[src/rtl/cnt_seq_monitor.sv]
// Receive-side checker for an up-counting bus: locks onto the +1 sequence,
// then flags and counts every qualified sample that departs from it.
module cnt_seq_monitor #(
    parameter int W      = 8,
    parameter int LOCK_N = 4,
    parameter int LOSS_N = 3,
    parameter int ERR_W  = 16
) (
    input  logic             i_clk,
    input  logic             i_rst_n,
    input  logic             i_en,
    input  logic             i_restart,
    input  logic [W-1:0]     i_cnt_in,
    input  logic             i_clr_err,
    output logic             o_locked,
    output logic             o_err,
    output logic [ERR_W-1:0] o_err_cnt,
    output logic [W-1:0]     o_exp_out
);

    // state    | meaning
    // S_HUNT   | no reference; next qualified sample seeds prev
    // S_VERIFY | counting consecutive in-sequence samples toward lock
    // S_TRACK  | locked; every sample compared against r_exp

    localparam int RUN_W  = $clog2(LOCK_N + 1);
    localparam int MISS_W = $clog2(LOSS_N + 1);

    typedef enum logic [1:0] {
        S_HUNT   = 2'd0,
        S_VERIFY = 2'd1,
        S_TRACK  = 2'd2
    } state_t;

    state_t              r_state, w_state_nxt;
    logic [W-1:0]        r_prev, w_prev_nxt;
    logic [RUN_W-1:0]    r_run, w_run_nxt;
    logic [MISS_W-1:0]   r_miss, w_miss_nxt;
    logic [W-1:0]        r_exp, w_exp_nxt;
    logic                r_err, w_err_nxt;
    logic [ERR_W-1:0]    r_err_cnt, w_err_cnt_nxt;

    logic [W-1:0]        w_prev_inc;
    logic [W-1:0]        w_e;
    logic                w_in_seq;
    logic                w_mismatch;
    logic [RUN_W-1:0]    w_run_inc;
    logic [MISS_W-1:0]   w_miss_inc;

    assign w_prev_inc = r_prev + W'(1);
    assign w_in_seq   = (i_cnt_in == w_prev_inc) || (i_restart && (i_cnt_in == '0));
    assign w_e        = i_restart ? '0 : r_exp;
    assign w_mismatch = i_en && (r_state == S_TRACK) && (i_cnt_in != w_e);
    assign w_run_inc  = r_run + RUN_W'(1);
    assign w_miss_inc = r_miss + MISS_W'(1);

    always_comb begin
        w_state_nxt   = r_state;
        w_prev_nxt    = r_prev;
        w_run_nxt     = r_run;
        w_miss_nxt    = r_miss;
        w_exp_nxt     = r_exp;
        w_err_nxt     = 1'b0;
        w_err_cnt_nxt = r_err_cnt;

        if (i_en) begin
            unique case (r_state)
                S_HUNT: begin
                    w_prev_nxt  = i_cnt_in;
                    w_run_nxt   = RUN_W'(1);
                    w_state_nxt = S_VERIFY;
                end
                S_VERIFY: begin
                    w_prev_nxt = i_cnt_in;
                    if (w_in_seq) begin
                        w_run_nxt = w_run_inc;
                        if (w_run_inc == RUN_W'(LOCK_N)) begin
                            w_state_nxt = S_TRACK;
                            w_miss_nxt  = '0;
                            w_exp_nxt   = i_cnt_in + W'(1);
                        end
                    end else begin
                        w_run_nxt = RUN_W'(1);
                    end
                end
                S_TRACK: begin
                    // Expectation always advances from e, never resyncs to a bad sample.
                    w_exp_nxt = w_e + W'(1);
                    if (w_mismatch) begin
                        w_err_nxt  = 1'b1;
                        w_miss_nxt = w_miss_inc;
                        if (w_miss_inc == MISS_W'(LOSS_N)) begin
                            w_state_nxt = S_HUNT;
                            w_exp_nxt   = '0;
                            w_miss_nxt  = '0;
                            w_run_nxt   = '0;
                        end
                    end else begin
                        w_miss_nxt = '0;
                    end
                end
                default: w_state_nxt = S_HUNT;
            endcase
        end

        if (i_clr_err) begin
            w_err_cnt_nxt = w_mismatch ? ERR_W'(1) : '0;
        end else if (w_mismatch && (r_err_cnt != '1)) begin
            w_err_cnt_nxt = r_err_cnt + ERR_W'(1);
        end
    end

    always_ff @(posedge i_clk or negedge i_rst_n) begin
        if (!i_rst_n) begin
            r_state   <= S_HUNT;
            r_prev    <= '0;
            r_run     <= '0;
            r_miss    <= '0;
            r_exp     <= '0;
            r_err     <= 1'b0;
            r_err_cnt <= '0;
        end else begin
            r_state   <= w_state_nxt;
            r_prev    <= w_prev_nxt;
            r_run     <= w_run_nxt;
            r_miss    <= w_miss_nxt;
            r_exp     <= w_exp_nxt;
            r_err     <= w_err_nxt;
            r_err_cnt <= w_err_cnt_nxt;
        end
    end

    assign o_locked  = (r_state == S_TRACK);
    assign o_err     = r_err;
    assign o_err_cnt = r_err_cnt;
    assign o_exp_out = r_exp;

endmodule

[config.mk]
export PLATFORM = sky130hd
export DESIGN_NAME = cnt_seq_monitor
export DESIGN_NICKNAME = d
export VERILOG_FILES = /design/src/rtl/cnt_seq_monitor.sv
export SDC_FILE = /design/constraint.sdc
export NUM_CORES = 1
export LEC_CHECK = 0
export ABC_CLOCK_PERIOD_IN_PS = 3500
export CAP_MARGIN = 0
export CORE_MARGIN = 5
export CORE_UTILIZATION = 55
export CTS_CLUSTER_DIAMETER = 60
export DETAILED_ROUTE_END_ITERATION = 10
export PLACE_DENSITY = 0.82
export SLEW_MARGIN = 15
export SYNTH_ARGS = -nofsm -noshare
export SYNTH_HDL_FRONTEND = slang
export SYNTH_SLANG_ARGS = --single-unit
[constraint.sdc]
create_clock -name i_clk -period 3.5 [get_ports i_clk]
set_input_delay 1.05 -clock i_clk [delete_from_list [all_inputs] [get_ports i_clk]]
set_output_delay 1.05 -clock i_clk [all_outputs]
set_load 0.005 [all_outputs]
[Yosys cells after proc, flatten, opt, wreduce, memory -nomap -nowiden]
Index checks and enable logic that the tools add are counted.
Widths: inputs -> output; s select.
Operators by class
  eq/ne operators: 11
  muxes and demuxes: 26
  add/subtract/negate cells: 6
  reduce and logical (&&, ||, !) cells: 15
Operator list (number)
  $mux 8: 5
  $mux 16: 2
  $add 8x1->8 const B: 3
  $add 16x1->16 const B: 1
  $mux 2: 8
  $ne 16x16->1 const B: 1
  $pmux 8 s2: 1
  $mux 3: 3
  $pmux 3 s3: 1
  $eq 8x8->1: 1
  $logic_not 8->1: 1
  $ne 8x8->1: 1
  $reduce_and 4->1: 2
  $pmux 2 s3: 1
  $reduce_and 5->1: 1
  $eq 2x2->1 const B: 2
  $logic_and 1x1->1: 4
  $mux 1: 4
  $ne 2x1->1 const B: 2
  $ne 2x2->1 const B: 2
  $pmux 2 s2: 1
  $reduce_bool 2->1: 2
  $add 3x1->3 const B: 1
  $eq 3x3->1 const B: 1
  7 further kinds: 7
Word-level totals
  bits of input ports: 13
  logic and storage cells: 65
  bits in registers: 40
  output and inout port bits: 26

[Logic depth before layout (Yosys ltp)]
Gate-level depths: netlist of the first run.
  word-level depth: 6
  gate-level depth with buffers: 11
  gate-level depth less buffers: 9

[Worst setup path before layout of the first run]
OpenSTA, ideal clock, no wires.
  path kind: input -> register
  from: in i_cnt_in[4]
  to: reg r_miss[0]
  buffers on the path: 3
  arrival time: 2.629 ns
  setup time: 0.121 ns
  cell stages on the path: 8
  data required time: 3.379 ns
  setup slack: 0.750 ns
  cell sequence: buf_2 > xor2_1 > o32a_1 > o311ai_2 > o2111ai_1 > buf_2 > buf_6 > a22o_1
Between the ends
  longest elaborated chain between the ends: 5
  elaborated cells on any way between the ends: 10
  classes of those cells: 3 x eq/ne; 2 x mux; 5 x reduce/logical
RTL lines
  from (decl): RTL line 13  | input logic [W-1:0] i_cnt_in,
  $logic_not 8->1: RTL line 51  | assign w_in_seq = (i_cnt_in == w_prev_inc) || (i_restart && (i_cnt_in == '0));
  $logic_and 1x1->1: RTL line 51
  $logic_or 1x1->1: RTL line 51
  $ne 2x2->1 (no line)
  $reduce_and 4->1 (no line)
  to (signal assigned): RTL line 126  | r_miss <= w_miss_nxt;
  to (decl): RTL line 38  | logic [MISS_W-1:0] r_miss, w_miss_nxt;
Parallel ways exist; a longest one is shown, timed or not.
A chain may end at the register's enable or synchronous reset.

[Worst setup path after layout of the first run]
  from: in i_restart
  to: reg r_state[0]
Between the ends
  longest elaborated chain between the ends: 5
  elaborated cells on any way between the ends: 8
  classes of those cells: 3 x eq/ne; 1 x mux; 4 x reduce/logical
RTL lines
  from (decl): RTL line 12  | input logic i_restart,
  $mux 8: RTL line 52  | assign w_e = i_restart ? '0 : r_exp;
  $ne 8x8->1: RTL line 53  | assign w_mismatch = i_en && (r_state == S_TRACK) && (i_cnt_in != w_e);
  $logic_and 1x1->1: RTL line 53
  $ne 2x1->1 (no line)
  $reduce_and 5->1 (no line) *
  to (signal assigned): RTL line 123  | r_state <= w_state_nxt;
  to (decl): RTL line 35  | state_t r_state, w_state_nxt;
Every way passes the cells marked *; elsewhere a longest branch is shown, timed or not.

==> metrics.txt, run 1 <==
port bufs=38; reg2reg path depth=9; core area=4790 um^2; site row count=25; Yosys warnings=0; vias per std cell=5.73; Crit. End Element=register; Arrival @ worst endpoint=3.48 ns; highest routed layer=met4; routed length on met2=3090 um; met3 WL=330 um; cell count after synthesis=308; Longest Clk Path Bufs=2; Die Height=80.6 um; FMAX=302 MHz; Synth Net Count=333; number of synthesized flops with an enable pin=0; Worst path slowest cell=clkdlybuf4s50_1; Clk pin slew, worst setup/hold paths=0.08 ns; gr usage total=22.2%; Skew-Pair Late Insertion Delay=0.29 ns; clk sinks=40; Req. time, crit path=3.67 ns; cts hold-fix bufs=0; final hold viol count=0; initial core utilization=57.3%; pin count of the biggest net entering global routing=41; die span in x=80.6 um; CP top delay family=compound AO/OA/AOI/OAI gates; Root Driver=clkbuf_8; Min Clock Period, post-route=3.31 ns; number of post-CTS setup repair buffers=0; maximum fanout along the worst path=15; layout cells sized above 1=10.6%; Metal-1 WL=2900 um; Layout area overhead=21.1%; Crit Path Category=primary input to register; wire length per cell=15.4 um; final setup fails=0; worst vdd ir=373 uV; crit share post-route=94.6%; die area=6500 um^2; DRT iter0 DRCs=110; fin util=69.4%; Worst setup SP type=primary input; sequential share of the synthesized area=36.5%; worst-path cell chain=clkdlybuf4s50_1, nor2b_1, a32oi_1, a32oi_1, a211oi_2, nor2_1, nor2_1, mux2_1; vias=2383; async set-or-reset flop fraction in the synthesized netlist=100%; CTS H-tree lvls=2; Syn Area/Cell=8.90 um^2; DRC violations left=0; global-route wire length before repair=11300 um; Pleak=1.38 nW; Pre-Repair DR Iteration Count=4; routability cong.=0.842; Worst Tran Pin Value=0.912 ns; Worst path max stage delay=0.75 ns; Worst path depth=8; initial antenna violation count=0; Max-Cap Viols=0; synth unique cells=51; Detailed Place HPWL=4610 um; Slew Viols, Final=0; Layout Nets=373; # fillers=373; cell area after synthesis=2740 um^2; hold path cells=2; pwr/cell area=598 nW/um^2; Hold Path Class=register to register; Design Power=1.99 mW; outcome=finished, final reports clean; gr ovfl total=0; CP bufs+invs=1; I/O pins=39; Num CTS Buffers=5; Post-Route WL=6400 um; ys flop type=dfrtp_1; vias in the first global route=2361; CTS tree=yes; RSZ-0062 raised after global routing=false; Worst Skew=0.00480 ns; flops & latches, synth=40; post-route ant nets=0; ant diodes=0; max_slew headroom=39.2%; post-CTS sizing=0
==> final timing paths <==
check	start	end	slack [ns]
max	i_restart	r_state[0]	0.19
min	r_run[2]	r_run[2]	0.49
max reg2reg	r_prev[0]	o_exp_out[5]	1.00
min reg2reg	r_run[2]	r_run[2]	0.49
max in group asynchronous	i_rst_n	o_exp_out[0]	2.05
min in group asynchronous	i_rst_n	r_prev[6]	0.88
==> layout by cell type (no fill, tap or decap), types with 4 or more instances in the layout <==
cell | netlist | routed
nand2_1 | 19 | 19
ha_1 | 12 | 12
nor2_1 | 37 | 37
inv_1 | 17 | 17
xor2_1 | 19 | 19
a21oi_1 | 10 | 10
mux2_2 | 6 | 6
and3_1 | 7 | 7
a22oi_1 | 4 | 4
and2_1 | 5 | 5
o21ai_0 | 8 | 8
buf_4 | 3 | 12
nand3_1 | 19 | 19
a32oi_1 | 4 | 4
nor3_1 | 4 | 4
xnor2_1 | 15 | 15
o22ai_1 | 5 | 5
dfrtp_1 | 40 | 40
nor2b_1 | 7 | 7
nand4_1 | 13 | 13
clkbuf_8 | 0 | 6
clkdlybuf4s50_1 | 0 | 37
==> routing by layer <==
layer	up-vias	global-route usage, %
met4	0	5.24
met2	63	35.4
met5	-	0
li1	1169	-
met1	1144	30.9
met3	7	4.48
==> power breakdown <==
| part | switching, mW | leakage, nW | internal, mW |
|---|---|---|---|
| logic | 0.403 | 0.799 | 0.410 |
| registers | 0.191 | 0.518 | 0.581 |
| clock network | 0.168 | 0.0614 | 0.233 |
| total | 0.762 | 1.38 | 1.22 |
==> final cells by class <==
cell class	count	area, um^2	area share (%)
clock buffer	6	82.6	2.49
clock inverter	2	38.8	1.17
inverter	18	67.6	2.04
multi-input combinational	233	1580	47.6
sequential	40	1000	30.2
tap	67	83.8	2.53
timing repair buffer	50	465	14.0
==> state kept, by name (all words and copies together) (netlist names) <==
name       flops
o_err_cnt     16
o_exp_out      8
r_prev         8
r_run          3
r_miss         2
r_state        2
o_err          1
==> metrics by stage <==
stage	area (um^2)	instances	setup WS, ns	TNS, ns	hold WS (ns)
after floorplan	2740	308	0.750	0	0.449
after global placement	3200	408	0.0887	0	0.463
after detailed placement	3200	408	-0.0397	-0.0397	0.471
after CTS	3320	416	0.220	0	0.490
after global routing	3320	416	0.0636	0	0.508
final	3320	416	0.191	0	0.488
==> cell families (layout without fill, tap and decap cells) <==
family                     after synthesis  after routing  share of synthesized area (%)
AOI/OAI and AO/OA                       55             55                           14.9
xor gates and xnor gates                34             34                           10.9
adders and majority gates               12             12                           5.48
buffers and inverters                   35             76                           5.84
DFF                                     40             40                           36.5
muxes                                    7              7                           2.88
and+or+nand+nor                        125            125                           23.6
==> cell usage after synthesis (all sizes together) (2+ instances only) <==
cell | n | area share (%)
a211oi | 3 | 1.0
a21oi | 11 | 2.1
a221o | 2 | 0.73
a22o | 2 | 0.64
a22oi | 4 | 1.1
a32oi | 5 | 1.9
and2 | 5 | 1.1
and3 | 7 | 1.6
and4 | 2 | 0.64
buf | 12 | 2.7
clkbuf | 5 | 0.68
dfrtp | 40 | 37
ha | 12 | 5.5
inv | 18 | 2.5
mux2 | 7 | 2.9
nand2 | 19 | 2.6
nand3 | 19 | 3.5
nand4 | 13 | 3.0
nor2 | 37 | 5.1
nor2b | 7 | 1.6
nor3 | 5 | 1.3
nor4b | 3 | 0.96
o2111ai | 2 | 0.64
o21ai | 10 | 1.8
o22ai | 5 | 1.1
o31ai | 2 | 0.55
o32a | 2 | 0.73
or2 | 2 | 0.46
or3 | 2 | 0.46
xnor2 | 15 | 4.8
xor2 | 19 | 6.1
==> tightest hold or removal path: stages (launching register included) <==
cell	delay, ns
dfrtp_1	0.35
nand2_1	0.05
o31ai_1	0.05
Note: power is estimated with default switching activity, not from simulation.
==> run 2: changes to the inputs <==
--- a/config.mk
+++ b/config.mk
@@ -5,9 +5,9 @@
 export SDC_FILE = /design/constraint.sdc
 export NUM_CORES = 1
 export LEC_CHECK = 0
-export ABC_CLOCK_PERIOD_IN_PS = 3500
+export ABC_CLOCK_PERIOD_IN_PS = 3950
 export CAP_MARGIN = 0
-export CORE_MARGIN = 5
+export CORE_MARGIN = 2
 export CORE_UTILIZATION = 55
 export CTS_CLUSTER_DIAMETER = 60
 export DETAILED_ROUTE_END_ITERATION = 10
==> constraint.sdc (replaced) <==
create_clock -name i_clk -period 3.95 [get_ports i_clk]
set_input_delay 1.185 -clock i_clk [delete_from_list [all_inputs] [get_ports i_clk]]
set_output_delay 1.185 -clock i_clk [all_outputs]
set_load 0.005 [all_outputs]
==> run 2 against run 1 <==
Net effect: global-route usage rose by 1.5 points; cell count down 2.2%; largest cell class unchanged; die area is 14% lower; power decreased by 13%; critical path type unchanged.
==> metrics.txt, run 2 (synthesis results as in run 1) <==
# fillers=399; setup tns final=0 ns; Arrival @ worst endpoint=3.70 ns; most frequent cells in the layout=dfrtp_1 (40), nor2_1 (37), clkdlybuf4s50_1 (37); Design Power=1.74 mW; Longest Clk Path Bufs=2; Crit Path Category=primary input to register; maximum fanout along the worst path=17; worst-path cell chain=clkdlybuf4s50_1, xnor2_1, nand4b_1, a32oi_1, a21oi_2, nand3_1, or3_1, a21oi_1; max_slew headroom=38.7%; FMAX=287 MHz; core area=4750 um^2; Finished Layout Cells=407; die span in x=74.6 um; Req. time, crit path=4.17 ns; Worst path max stage delay=0.71 ns; port bufs=38; post-CTS sizing=0; Detailed Place HPWL=4350 um; Skew-Pair Late Insertion Delay=0.30 ns; vias=2327; gr usage total=23.7%; I/O pins=39; Post-Route WL=5980 um; Min Clock Period, post-route=3.48 ns; post-route ant nets=0; final setup fails=0; met2 Use GR=38.8%; Die Height=74.6 um; worst vdd ir=371 uV; site row count=25; ant diodes=0; Root Driver=clkbuf_8; met1 usage=31.5%; DRC violations left=0; most common cell after layout, fill and taps aside=dfrtp_1; layout cells sized above 1=8.24%; Num CTS Buffers=5; Layout area overhead=18.6%; Max-Cap Viols=0; DRT iter0 DRCs=80; initial core utilization=57.7%; DP Cell Count=399; die area=5570 um^2; vias in the first global route=2227; Layout Nets=364; Slew Viols, Final=0; final hold viol count=0; Crit. End Element=register; met3 GRT Util=4.74%; fin util=68.4%; RSZ-0062 raised after global routing=false; WHS=0.478 ns; CTS H-tree lvls=2; vias per std cell=5.72; Worst Tran Pin Value=0.919 ns; Worst path slowest cell=clkdlybuf4s50_1; cts hold-fix bufs=0; clk sinks=40; global-route wire length before repair=10000 um; Worst setup SP type=primary input; Hold Path Class=register to register; number of post-CTS setup repair buffers=0; CTS tree=yes; wire length per cell=14.7 um; gr ovfl total=0; pwr/cell area=534 nW/um^2; outcome=finished, final reports clean; routability cong.=0.870; crit share post-route=88.2%; Pleak=1.33 nW; pin count of the biggest net entering global routing=41; GR peak layer=met2; Worst Skew=0.00671 ns; initial antenna violation count=0; Clk pin slew, worst setup/hold paths=0.08 ns; Pre-Repair DR Iteration Count=4; Largest register FFs=16
[run 2: changes by cell type in the layout (fill, tap and decap cells not counted), sizes merged]
cell  before  now
buf       13    4
[run 2: report_power, final]
part,internal (mW),total (mW),switching [mW]
clock network,0.207,0.358,0.152
logic,0.353,0.699,0.347
registers,0.515,0.678,0.163
total,1.07,1.74,0.662
[run 2: cell type report]
type	instances	area [um^2]	share of cell area, %
repair buffers	41	398	12.2
clock buffers	6	82.6	2.54
well taps	67	83.8	2.58
multi-input cells	233	1580	48.6
flip-flops and latches	40	1000	30.8
inverters	18	67.6	2.08
clock inverters	2	38.8	1.19
[run 2: worst max-delay path, delay by kind of cell]
family | cells | cell delay [ns]
and+or+nand+nor | 3 | 0.71
AOI/OAI and AO/OA | 3 | 0.92
buffers and inverters | 1 | 0.71
xor gates and xnor gates | 1 | 0.17
[run 2: routing by layer]
| metal | wire length [um] | share of wire (%) |
|---|---|---|
| met2 | 2890 | 48 |
| met4 | 90 | 1.5 |
| met3 | 248 | 4.1 |
| met1 | 2750 | 46 |
| met5 | 0 | 0 |
[run 2: through the flow]
stage	worst slack (ns)	instance area, um^2
2_1_floorplan	1.06	2740
3_3_place_gp	0.234	3130
3_5_place_dp	0.185	3130
4_1_cts	0.504	3250
5_1_grt	0.244	3250
6_report	0.466	3250
[run 2: final timing paths]
path | slack (ns) | start | end | cells after the start
min in group asynchronous | 1.02 | i_rst_n | o_exp_out[7] | 1
worst min-delay path | 0.48 | r_run[2] | r_run[2] | 2
worst max-delay path | 0.47 | i_cnt_in[7] | o_err_cnt[15] | 8
worst max register to register | 1.54 | o_exp_out[5] | o_err_cnt[15] | 7
max in group asynchronous | 2.36 | i_rst_n | r_prev[0] | 1
worst min register to register | 0.48 | r_run[2] | r_run[2] | 2
==> run 3: changes to the inputs <==
--- a/config.mk
+++ b/config.mk
@@ -12,7 +12,7 @@
 export CTS_CLUSTER_DIAMETER = 60
 export DETAILED_ROUTE_END_ITERATION = 10
 export PLACE_DENSITY = 0.82
-export SLEW_MARGIN = 15
+export SLEW_MARGIN = 20
 export SYNTH_ARGS = -nofsm -noshare
 export SYNTH_HDL_FRONTEND = slang
 export SYNTH_SLANG_ARGS = --single-unit
==> results of run 3 <==
No change in the layout: final DEF, timing and power equal those of run 2.
